==> config.mk <==
export PLATFORM = sky130hd
export DESIGN_NAME = blit_loop_sequencer_flat
export DESIGN_NICKNAME = d
export VERILOG_FILES = /design/src/rtl/blit_loop_sequencer_if.sv /design/src/rtl/blit_loop_sequencer.sv /design/src/flat_wrapper.sv
export SDC_FILE = /design/constraint.sdc
export NUM_CORES = 1
export LEC_CHECK = 0
export ABC_CLOCK_PERIOD_IN_PS = 7100
export CAP_MARGIN = 40
export CORE_ASPECT_RATIO = 0.75
export CORE_UTILIZATION = 31
export CTS_BUF_LIST = sky130_fd_sc_hd__clkbuf_16
export DETAILED_ROUTE_END_ITERATION = 16
export HOLD_SLACK_MARGIN = 0.03
export PLACE_DENSITY_LB_ADDON = 0.2
export SLEW_MARGIN = 20
export SYNTH_ARGS = -nofsm -noshare
export SYNTH_HDL_FRONTEND = slang
export SYNTH_SLANG_ARGS = --single-unit
==> constraint.sdc <==
create_clock -name MasterClock -period 7.1 [get_ports MasterClock]
set_clock_uncertainty 0.15 [all_clocks]
set_input_delay 1.065 -clock MasterClock [delete_from_list [all_inputs] [get_ports MasterClock]]
set_output_delay 1.065 -clock MasterClock [all_outputs]
set_load 0.02 [all_outputs]
==> src/rtl/blit_loop_sequencer_if.sv <==
// ---------------------------------------------------------------------------
// blit_loop_sequencer_if
// Handshake bundle between the blitter command side, the loop sequencer and
// the address/data step datapath.
//
// Command/datapath side (master) drives:
//   start, inner_cnt, outer_cnt, step_ack, abort
// Sequencer side (slave) drives:
//   step_req, inner_ld, inner_last, outer_last, busy, done, irq
// ---------------------------------------------------------------------------
interface blit_loop_sequencer_if #(
    parameter int INNER_W = 9,
    parameter int OUTER_W = 8
);
    logic               start;
    logic [INNER_W-1:0] inner_cnt;
    logic [OUTER_W-1:0] outer_cnt;
    logic               step_ack;
    logic               abort;
    logic               step_req;
    logic               inner_ld;
    logic               inner_last;
    logic               outer_last;
    logic               busy;
    logic               done;
    logic               irq;

    modport master (
        output start, inner_cnt, outer_cnt, step_ack, abort,
        input  step_req, inner_ld, inner_last, outer_last, busy, done, irq
    );

    modport slave (
        input  start, inner_cnt, outer_cnt, step_ack, abort,
        output step_req, inner_ld, inner_last, outer_last, busy, done, irq
    );
endinterface

==> src/rtl/blit_loop_sequencer.sv <==
// ---------------------------------------------------------------------------
// blit_loop_sequencer
// Runs the blitter's nested inner (per-line step) and outer (line) loops.
// A start latches both counts, then one step_req is issued per inner
// iteration. At the end of each inner pass a one-cycle LINE state pulses
// inner_ld, reloads the inner count from a shadow copy and decrements the
// outer count. The final step (or an abort) leads to a one-cycle DONE state
// that pulses done.
//
// Ports:
//   MasterClock : system clock, rising edge
//   reset       : synchronous, active-high
//   bus         : blit_loop_sequencer_if.slave
//                 in : start, inner_cnt, outer_cnt, step_ack, abort
//                 out: step_req, inner_ld, inner_last, outer_last,
//                      busy, done, irq
//
// Build option:
//   BLIT_LOOP_IRQ_EN : when defined, irq is a sticky completion flag set on
//                      the DONE cycle and cleared by the next accepted start.
//                      When undefined, irq is tied low.
// ---------------------------------------------------------------------------
module blit_loop_sequencer #(
    parameter int INNER_W = 9,
    parameter int OUTER_W = 8
) (
    input  logic MasterClock,
    input  logic reset,
    blit_loop_sequencer_if.slave bus
);

    typedef enum logic [1:0] {
        IDLE = 2'd0,
        RUN  = 2'd1,
        LINE = 2'd2,
        DONE = 2'd3
    } state_t;

    state_t             state_reg;
    logic [INNER_W-1:0] inner_reg;
    logic [INNER_W-1:0] shadow_reg;
    logic [OUTER_W-1:0] outer_reg;
    logic               step_req_reg;
    logic               inner_ld_reg;
    logic               busy_reg;
    logic               done_reg;

    logic               inner_one;
    logic               outer_one;
    logic [INNER_W-1:0] inner_borrow;
    logic [INNER_W-1:0] inner_dec;
    logic [OUTER_W-1:0] outer_borrow;
    logic [OUTER_W-1:0] outer_dec;

    assign inner_one = (inner_reg == INNER_W'(1));
    assign outer_one = (outer_reg == OUTER_W'(1));

    // Decrement built bit by bit as a borrow-ripple chain: a bit toggles
    // when every lower bit is zero. Zero wraps to all-ones, which is what
    // gives a loaded 0 its 2^W iteration meaning.
    genvar gi;

    assign inner_borrow[0] = 1'b1;
    for (gi = 0; gi < INNER_W; gi++) begin : g_inner_bit
        assign inner_dec[gi] = inner_reg[gi] ^ inner_borrow[gi];
        if (gi < INNER_W - 1) begin : g_chain
            assign inner_borrow[gi+1] = inner_borrow[gi] & ~inner_reg[gi];
        end
    end

    assign outer_borrow[0] = 1'b1;
    for (gi = 0; gi < OUTER_W; gi++) begin : g_outer_bit
        assign outer_dec[gi] = outer_reg[gi] ^ outer_borrow[gi];
        if (gi < OUTER_W - 1) begin : g_chain
            assign outer_borrow[gi+1] = outer_borrow[gi] & ~outer_reg[gi];
        end
    end

    // Control FSM with its outputs registered alongside the state so that
    // step_req/inner_ld/busy/done are glitch-free decodes of the new state.
    always_ff @(posedge MasterClock) begin
        if (reset) begin
            state_reg    <= IDLE;
            inner_reg    <= '0;
            shadow_reg   <= '0;
            outer_reg    <= '0;
            step_req_reg <= 1'b0;
            inner_ld_reg <= 1'b0;
            busy_reg     <= 1'b0;
            done_reg     <= 1'b0;
        end else begin
            inner_ld_reg <= 1'b0;
            done_reg     <= 1'b0;
            case (state_reg)
                IDLE: begin
                    if (bus.start) begin
                        inner_reg    <= bus.inner_cnt;
                        shadow_reg   <= bus.inner_cnt;
                        outer_reg    <= bus.outer_cnt;
                        state_reg    <= RUN;
                        step_req_reg <= 1'b1;
                        busy_reg     <= 1'b1;
                    end
                end
                RUN: begin
                    // Abort takes the transition even when an ack arrives in
                    // the same cycle; the counters are left frozen.
                    if (bus.abort) begin
                        state_reg    <= DONE;
                        step_req_reg <= 1'b0;
                        busy_reg     <= 1'b0;
                        done_reg     <= 1'b1;
                    end else if (bus.step_ack) begin
                        if (!inner_one) begin
                            inner_reg <= inner_dec;
                        end else if (!outer_one) begin
                            state_reg    <= LINE;
                            step_req_reg <= 1'b0;
                            inner_ld_reg <= 1'b1;
                        end else begin
                            state_reg    <= DONE;
                            step_req_reg <= 1'b0;
                            busy_reg     <= 1'b0;
                            done_reg     <= 1'b1;
                        end
                    end
                end
                LINE: begin
                    if (bus.abort) begin
                        state_reg <= DONE;
                        busy_reg  <= 1'b0;
                        done_reg  <= 1'b1;
                    end else begin
                        inner_reg    <= shadow_reg;
                        outer_reg    <= outer_dec;
                        state_reg    <= RUN;
                        step_req_reg <= 1'b1;
                    end
                end
                default: begin
                    // DONE lasts one cycle; start here is dropped.
                    state_reg <= IDLE;
                end
            endcase
        end
    end

    assign bus.step_req   = step_req_reg;
    assign bus.inner_ld   = inner_ld_reg;
    assign bus.busy       = busy_reg;
    assign bus.done       = done_reg;
    assign bus.inner_last = (state_reg == RUN) && inner_one;
    assign bus.outer_last = (state_reg == RUN) && outer_one;

`ifdef BLIT_LOOP_IRQ_EN
    logic irq_reg;
    logic enter_done;

    // Same conditions that move the FSM into DONE, so irq is already high
    // during the DONE cycle itself.
    assign enter_done = ((state_reg == RUN) &&
                         (bus.abort || (bus.step_ack && inner_one && outer_one))) ||
                        ((state_reg == LINE) && bus.abort);

    always_ff @(posedge MasterClock) begin
        if (reset) begin
            irq_reg <= 1'b0;
        end else if (enter_done) begin
            irq_reg <= 1'b1;
        end else if ((state_reg == IDLE) && bus.start) begin
            irq_reg <= 1'b0;
        end
    end

    assign bus.irq = irq_reg;
`else
    assign bus.irq = 1'b0;
`endif

endmodule

==> src/flat_wrapper.sv <==
// flat-port wrapper written by rule: the top's interface ports become plain ports
module blit_loop_sequencer_flat 
#(
    parameter int INNER_W = 9,
    parameter int OUTER_W = 8
)
  (MasterClock, reset, bus_start, bus_inner_cnt, bus_outer_cnt, bus_step_ack, bus_abort, bus_step_req, bus_inner_ld, bus_inner_last, bus_outer_last, bus_busy, bus_done, bus_irq);
  blit_loop_sequencer_if #(.INNER_W(INNER_W), .OUTER_W(OUTER_W)) bus_i ();
  input  logic MasterClock;
  input  logic reset;
  input wire logic [$bits(bus_i.start)-1:0] bus_start;
  input wire logic [$bits(bus_i.inner_cnt)-1:0] bus_inner_cnt;
  input wire logic [$bits(bus_i.outer_cnt)-1:0] bus_outer_cnt;
  input wire logic [$bits(bus_i.step_ack)-1:0] bus_step_ack;
  input wire logic [$bits(bus_i.abort)-1:0] bus_abort;
  output wire logic [$bits(bus_i.step_req)-1:0] bus_step_req;
  output wire logic [$bits(bus_i.inner_ld)-1:0] bus_inner_ld;
  output wire logic [$bits(bus_i.inner_last)-1:0] bus_inner_last;
  output wire logic [$bits(bus_i.outer_last)-1:0] bus_outer_last;
  output wire logic [$bits(bus_i.busy)-1:0] bus_busy;
  output wire logic [$bits(bus_i.done)-1:0] bus_done;
  output wire logic [$bits(bus_i.irq)-1:0] bus_irq;
  assign bus_i.start = bus_start;
  assign bus_i.inner_cnt = bus_inner_cnt;
  assign bus_i.outer_cnt = bus_outer_cnt;
  assign bus_i.step_ack = bus_step_ack;
  assign bus_i.abort = bus_abort;
  assign bus_step_req = bus_i.step_req;
  assign bus_inner_ld = bus_i.inner_ld;
  assign bus_inner_last = bus_i.inner_last;
  assign bus_outer_last = bus_i.outer_last;
  assign bus_busy = bus_i.busy;
  assign bus_done = bus_i.done;
  assign bus_irq = bus_i.irq;
  blit_loop_sequencer #(.INNER_W(INNER_W), .OUTER_W(OUTER_W)) u_core (.MasterClock(MasterClock), .reset(reset), .bus(bus_i));
endmodule
==> results.cfg, run 1 <==
[final_layout]
final_core_util = 0.397
area_growth_pct = 22.6
fillers = 680
antenna_cells = 0
fin_nets = 306
final_cell_mix = dfxtp_1, clkdlybuf4s50_1, inv_1
final_layout_size_suffix_gt1_frac = 0.0604
final_common_cell = dfxtp_1

[clocking]
clock_path_buffers = 2
post_cts_resized = 0
cts_buffers = 5
clock_latency_ps = 270
htreeDepth = 2
cts.sinks = 32
ctsHoldBuffers = 0
root_buffer = clkbuf_16
cts_tree = built
post_cts_buffers = 0
clk_transition_reported_paths_ps = 50

[worst_setup_path]
critPathLaunchType = register
worstPathRequired_ps = 5880
slowest_stage = clkdlybuf4s50_1
r2r_cells = 12
arrival_ps = 2200
crit_type = register to output pin
path_cells = inv_1 > ha_1 > nand3_1 > inv_1 > clkdlybuf4s50_1
r2r-end = u_core.inner_reg[8]
slowest_delay_ps = 600
cpMostUsedCell = inv_1
regToRegStartpoint = u_core.inner_reg[0]
critPathCaptureType = output pin
regToRegSetupSlack_ps = 4370
cp_max_fo = 16

[power_and_ir_drop]
vdd_ir_drop_max_uv = 150
p_sw_mw = 0.470
power_frac_seq = 0.269
intPower_mw = 0.697
combPwrFrac = 0.529
power-per-cell-area_nw_per_um2 = 460
pwr-share-clk = 0.202
switching_share = 0.403
p_leak_nw = 1.03

[routing]
dr.first_iter.drc_count = 94
drc = 0
num_vias = 1666
routed_wirelength_mm = 4.50
drtPass1Iterations = 4
drt-vias-per-instance = 4.82
post_drt_wl_per_cell_um = 13.0
ant_nets = 0

[die]
core_um2 = 6380
dieArea_um2 = 7010
io_pins = 29
die_y_um = 72.7
start_util = 0.324
die_w_um = 96.3
row_count = 25

[worst_hold_path]
min_delay_path_depth = 2
min_path_type = register to register
hp-start = u_core.shadow_reg[3]
holdPathEnd = u_core.shadow_reg[3]

[synthesis]
synth_edf_count = 0
synth_cell_types = 42
yosysSeqAreaShare = 0.310
async_reset_ff_frac = 0
dominantRegCellSynth = dfxtp_1
syn_area_per_cell_um2 = 8.48
ys_ff_latch = 32
yosysWarnings = 0
synth_cells = 244
syn_area_um2 = 2070
syn-num-nets = 286

[status]
status = completed

[sta]
max_freq_mhz = 293
max-slew-margin-rel = 0.589
rsz0062_at_grt = no
final_max_slew_viol_count = 0
fin_crit_ps = 3420
setup_viol = 0
tightest_slew_ps = 614
fin_crit_sh = 0.481
hold_viol = 0
fin_setup_tns_ps = 0

[global_routing]
grt_pass1_wl_mm = 7.60
grt_pass1_vias = 1544
grt_usage = 0.143
grt.overflow.total = 0
grt_antenna_before_repair = 0
grt_max_degree = 44

[placement]
hpwlAfterDp_mm = 3.27
globalplace.congestion = 0.741
port_buffers = 27

[run]
drv_cap = 0
-- per-layer routing --
metal / track usage / up-vias / part of all wire
li1: - / 878 / -
met1: 0.217 / 749 / 0.55
met2: 0.199 / 39 / 0.40
met3: 0.0438 / 0 / 0.053
met4: 0.0245 / 0 / 0
met5: 0 / - / 0
-- stage by stage --
stage               hold slack, ps  setup WS (ps)  std cells  total power, mW  cell area [µm²]
global route                   324           3570        346             1.29             2530
floorplan                      287           4570        244            0.805             2070
finish                         301           3680        346             1.17             2530
CTS                            305           3690        346             1.18             2530
detailed placement             297           3990        338            0.928             2370
global placement               294           4030        338            0.931             2370
-- power by group through the flow --
stage | Sequential, mW | Combinational [mW] | Clock (mW)
detailed placement | 0.316 | 0.612 | 0
floorplan | 0.310 | 0.495 | 0
CTS | 0.313 | 0.621 | 0.242
global placement | 0.316 | 0.615 | 0
finish | 0.313 | 0.617 | 0.236
global route | 0.325 | 0.710 | 0.251
-- layout make-up --
cell class | instances | area [µm²] | share of cell area
clock buffers | 5 | 125 | 0.0494
clock inverters | 3 | 37.5 | 0.0148
inverters | 26 | 97.6 | 0.0385
multi-input cells | 170 | 1250 | 0.492
flip-flops and latches | 32 | 641 | 0.253
well taps | 81 | 101 | 0.0400
repair buffers | 29 | 285 | 0.113
-- worst max path at each step --
stage                             start             endpoint  slack [ps]
floorplan           u_core.inner_reg[0]  u_core.inner_reg[7]        4570
global placement    u_core.state_reg[1]       bus_outer_last        4030
detailed placement  u_core.state_reg[1]       bus_outer_last        3990
CTS                 u_core.state_reg[1]       bus_outer_last        3690
global route        u_core.state_reg[1]       bus_outer_last        3570
finish              u_core.state_reg[1]       bus_outer_last        3680
-- logic make-up after synthesis --
group	after synthesis	share of synthesized area
compound gates	49	0.175
xor+xnor	1	0.00424
fa+ha+maj	20	0.121
buf+inv	42	0.0871
flops	32	0.310
mux	16	0.0780
other cells	1	0.00181
simple gates	83	0.223
-- synthesized netlist by cell type (2+ instances only) --
cell type	instances	share of area
buf_2	3	0.0073
nand3_1	11	0.027
nand2_1	21	0.038
a211o_1	3	0.013
clkbuf_1	9	0.016
or2b_1	3	0.011
nor2_1	18	0.033
mux2i_1	15	0.073
nor3_1	3	0.0073
a21oi_1	16	0.039
ha_1	20	0.12
dfxtp_1	32	0.31
nand2b_1	18	0.054
a21o_1	2	0.0073
buf_4	3	0.011
inv_1	26	0.047
a211oi_1	6	0.022
a311o_1	8	0.039
o21ai_0	4	0.0097
-- worst max-delay path: cells and delay by family (launching register included) --
family,cells,cell delay [ps]
buffers and inverters,3,800
and+or+nand+nor,1,240
adders and majority gates,1,530
DFF,1,360
Note: power is estimated with default switching activity, not from simulation.
==> run 2: changes to the inputs <==
ABC_CLOCK_PERIOD_IN_PS = 3100   (was 7100)
clock period = 3.1 ns   (was 7.1 ns; I/O delays follow)
==> run 2 against run 1 <==
Non-clock buffer count increased by 4. Critical path type is now register to register. Largest cell class unchanged. Clock power increased by 94%. Sequential power increased by 130%. Global-route usage increased by 1.1 points. First-iteration DRC count increased by 29%.
==> results.cfg, run 2 (synthesis gave the netlist of run 1 again) <==
[placement]
hpwlAfterDp_mm = 3.40
port_buffers = 27
globalplace.congestion = 0.750
dp_cells = 342
dpl_cell_area_um2 = 2400

[global_routing]
grt_pass1_vias = 1549
grt_max_degree = 44
use_met3 = 0.0385
use_met1 = 0.237
grt_most_used_layer = met1
grt.overflow.total = 0
met2_usage = 0.210
grt_pass1_wl_mm = 8.06
grt_antenna_before_repair = 0
grt_usage = 0.154

[sta]
fin_setup_tns_ps = 0
fin_crit_sh = 0.865
fin_crit_ps = 2680
hold_viol = 0
max-slew-margin-rel = 0.553
rsz0062_at_grt = no
final_max_slew_viol_count = 0
setup_viol = 0
tightest_slew_ps = 671
max_freq_mhz = 373

[final_layout]
final_cell_mix = dfxtp_1, inv_1, clkdlybuf4s50_1
final_layout_size_suffix_gt1_frac = 0.0706
antenna_cells = 0
fin_area_um2 = 2540
seqCellArea_um2 = 641
final_common_cell = dfxtp_1
fillers = 669
multiInputGateArea_um2 = 1250
area_growth_pct = 22.7
finalNonFillerCells = 350
fin_nets = 310

[run]
drv_cap = 0

[worst_setup_path]
critPathTopFamily = adder cells
worstPathRequired_ps = 3160
cpMostUsedCell = ha_1
crit_type = register to register
cp_num_buf_inv = 1
slowest_stage = dfxtp_1
path_cells = inv_1 > ha_1 > ha_1 > ha_1 > ha_1 > ha_1 > ha_1 > ha_1 > nand2b_1 > a311o_1 > mux2i_1
cp_max_fo = 3
critPathCaptureType = register
slowest_delay_ps = 350
critPathLaunchType = register
arrival_ps = 2740

[routing]
post_drt_wl_per_cell_um = 14.1
drt-vias-per-instance = 4.91
routed_wirelength_mm = 4.93
drtPass1Iterations = 4
ant_nets = 0
drc = 0
num_vias = 1718
dr.first_iter.drc_count = 121

[worst_hold_path]
min_path_type = register to register

[clocking]
cts_buffers = 5
post_cts_resized = 0
root_buffer = clkbuf_16
clock_latency_ps = 270
cts_tree = built
cts.sinks = 32
clk_transition_reported_paths_ps = 50
clock_path_buffers = 2
htreeDepth = 2
ctsHoldBuffers = 0
post_cts_buffers = 0

[die]
die_y_um = 72.7
io_pins = 29
start_util = 0.324
core_um2 = 6380
die_w_um = 96.3
dieArea_um2 = 7010
row_count = 25

[status]
status = completed

[power_and_ir_drop]
power-per-cell-area_nw_per_um2 = 1060
power_mw = 2.69
vdd_ir_drop_max_uv = 404
p_leak_nw = 1.04
-- run 2: changes by cell type in the layout (fill, tap and decap cells not counted), sizes merged --
cell | previous run | this run
inv | 26 | 28
buf | 2 | 6
bufinv | 1 | 0
clkinv | 2 | 1
-- run 2: routing by layer --
metal  part of all wire  wire length [µm]
met1               0.55              2710
met2               0.41              2010
met3              0.035               175
met4             0.0085                42
met5                  0                 0
-- run 2: where the power goes --
| group | total, mW | internal (mW) | leakage, nW | switching (mW) |
|---|---|---|---|---|
| clock network | 0.457 | 0.288 | 0.0738 | 0.169 |
| logic | 1.51 | 0.687 | 0.703 | 0.821 |
| registers | 0.722 | 0.574 | 0.264 | 0.147 |
| total | 2.69 | 1.55 | 1.04 | 1.14 |
-- run 2: stage by stage --
step	util	worst slack, ps	hold slack, ps
5_1_grt	0.398	307	332
2_1_floorplan	-	575	287
3_3_place_gp	0.376	522	293
3_5_place_dp	0.376	464	303
6_report	0.398	419	309
4_1_cts	0.398	414	310
-- run 2: layout make-up --
class,count,area share
Tap cell,81,0.0399
Multi-Input combinational cell,170,0.491
Timing Repair Buffer,33,0.124
Sequential cell,32,0.252
Inverter,26,0.0384
Clock buffer,5,0.0493
Clock inverter,3,0.00444
-- run 2: worst register-to-register path: stages, from the launching register on --
cell and delay, ps:
dfxtp_1 350, inv_1 70, ha_1 200, ha_1 200, ha_1 190, ha_1 200, ha_1 200, ha_1 190
ha_1 280, nand2b_1 140, a311o_1 310, mux2i_1 110
-- run 2: final timing paths --
| check | startpoint | end | slack (ps) | cells after the start |
|---|---|---|---|---|
| setup / recovery | u_core.inner_reg[0] | u_core.inner_reg[7] | 420 | 11 |
| hold / removal | u_core.shadow_reg[6] | u_core.shadow_reg[6] | 310 | 2 |
| setup reg to reg | u_core.inner_reg[0] | u_core.inner_reg[7] | 420 | 11 |
| hold reg to reg | u_core.shadow_reg[6] | u_core.shadow_reg[6] | 310 | 2 |
==> run 3: changes to the inputs <==
ABC_CLOCK_PERIOD_IN_PS = 3500   (was 3100)
CAP_MARGIN = 25   (was 40)
clock period = 3.5 ns   (was 3.1 ns; I/O delays follow)
==> run 3 against run 2 <==
Worst setup slack improved by 220 ps. Core utilization fell by 0.16 points. Non-clock buffer count fell by 1. Cell count fell by 0.57%. Register-to-register slack improved by 340 ps. Power fell by 13%. Wire length fell by 2.5%. Via count rose by 0.12%. Critical path type is now register to output pin.
==> results.cfg, run 3 (synthesis gave the netlist of run 1 again) <==
[sta]
rsz0062_at_grt = no
tightest_slew_ps = 687
setup_viol = 0
fin_setup_tns_ps = 0
hold_viol = 0
fin_crit_sh = 0.816
fin_crit_ps = 2860
max-slew-margin-rel = 0.542
final_max_slew_viol_count = 0
max_freq_mhz = 350

[die]
dieArea_um2 = 7010
die_w_um = 96.3
io_pins = 29
core_um2 = 6380
start_util = 0.324
row_count = 25
die_y_um = 72.7

[routing]
drc = 0
ant_nets = 0
drtPass1Iterations = 4
dr.first_iter.drc_count = 105
post_drt_wl_per_cell_um = 13.8
num_vias = 1720
routed_wirelength_mm = 4.81
drt-vias-per-instance = 4.94

[worst_hold_path]
hp-start = u_core.shadow_reg[6]
min_path_type = register to register

[worst_setup_path]
critPathTopFamily = buffers and inverters
regToRegSetupSlack_ps = 760
startpoint = u_core.state_reg[1]
worstPathRequired_ps = 2820
critPathCaptureType = output pin
cpMostUsedCell = inv_1
cp_max_fo = 16
arrival_ps = 2180
slowest_stage = clkdlybuf4s50_1
crit_type = register to output pin
regToRegStartpoint = u_core.inner_reg[0]
slowest_delay_ps = 600
critPathLaunchType = register
path_cells = inv_1 > ha_1 > nand3_1 > inv_1 > clkdlybuf4s50_1
cp_num_buf_inv = 3

[global_routing]
grt_pass1_vias = 1642
grt_max_degree = 44
grt_usage = 0.156
grt_pass1_wl_mm = 8.21
grt.overflow.total = 0
grt_antenna_before_repair = 0

[status]
status = completed

[final_layout]
final_cell_mix = dfxtp_1, inv_1, clkdlybuf4s50_1
final_layout_size_suffix_gt1_frac = 0.0712
final_core_util = 0.396
fillers = 673
area_growth_pct = 22.3
final_common_cell = dfxtp_1
antenna_cells = 0
fin_nets = 309

[placement]
hpwlAfterDp_mm = 3.31
globalplace.congestion = 0.763
port_buffers = 27

[clocking]
htreeDepth = 2
clock_path_buffers = 2
post_cts_buffers = 0
post_cts_resized = 0
cts.sinks = 32
root_buffer = clkbuf_16
clk_transition_reported_paths_ps = 50
cts_tree = built
clock_latency_ps = 270
ctsHoldBuffers = 0
cts_buffers = 5

[power_and_ir_drop]
power-per-cell-area_nw_per_um2 = 926
p_sw_mw = 0.986
switching_share = 0.421
combPwrFrac = 0.554
power_frac_seq = 0.272
intPower_mw = 1.36
vdd_ir_drop_max_uv = 338
p_leak_nw = 1.03
pwr-share-clk = 0.174

[run]
drv_cap = 0
==> run 3: worst min-delay path, stage by stage, from the launching register on <==
cell and delay [ps]:
dfxtp_1 300, nand2_1 50, a21oi_1 50
==> run 3: per-layer routing <==
layer / up-vias / track usage / part of all wire
met2: 30 / 0.232 / 0.42
met4: 0 / 0.0490 / 0.011
met5: - / 0 / 0
li1: 882 / - / -
met1: 803 / 0.222 / 0.53
met3: 5 / 0.0354 / 0.040
==> run 3: area by class of cell <==
type,instances,area [µm²],area share
multi-input combinational,170,1250,0.493
clock inverter,2,8.76,0.00346
clock buffer,5,125,0.0495
timing repair buffer,32,308,0.122
tap,81,101,0.0401
sequential,32,641,0.253
inverter,26,97.6,0.0386
==> run 3: power groups by stage <==
stage                     sequential [mW]  combinational (mW)  clock (mW)
after floorplan                     0.630                1.00           0
final                               0.638                1.30       0.408
after CTS                           0.637                1.31       0.420
after detailed placement            0.643                1.29           0
after global routing                0.658                1.49       0.433
after global placement              0.638                1.29           0
==> run 3: path summary, 6_finish.rpt <==
kind,to,cells past startpoint
worst max-delay path,bus_outer_last,5
worst min-delay path,u_core.shadow_reg[6],2
worst max register to register,u_core.inner_reg[7],11
worst min register to register,u_core.shadow_reg[6],2
==> run 3: per-stage QoR <==
stage / setup slack (ps) / cell area [µm²] / cells / hold slack, ps / total power, mW
floorplan: 975 / 2070 / 244 / 287 / 1.63
global placement: 889 / 2390 / 341 / 293 / 1.93
detailed placement: 807 / 2390 / 341 / 298 / 1.93
CTS: 634 / 2530 / 348 / 305 / 2.37
global route: 481 / 2530 / 348 / 328 / 2.58
finish: 644 / 2530 / 348 / 304 / 2.34
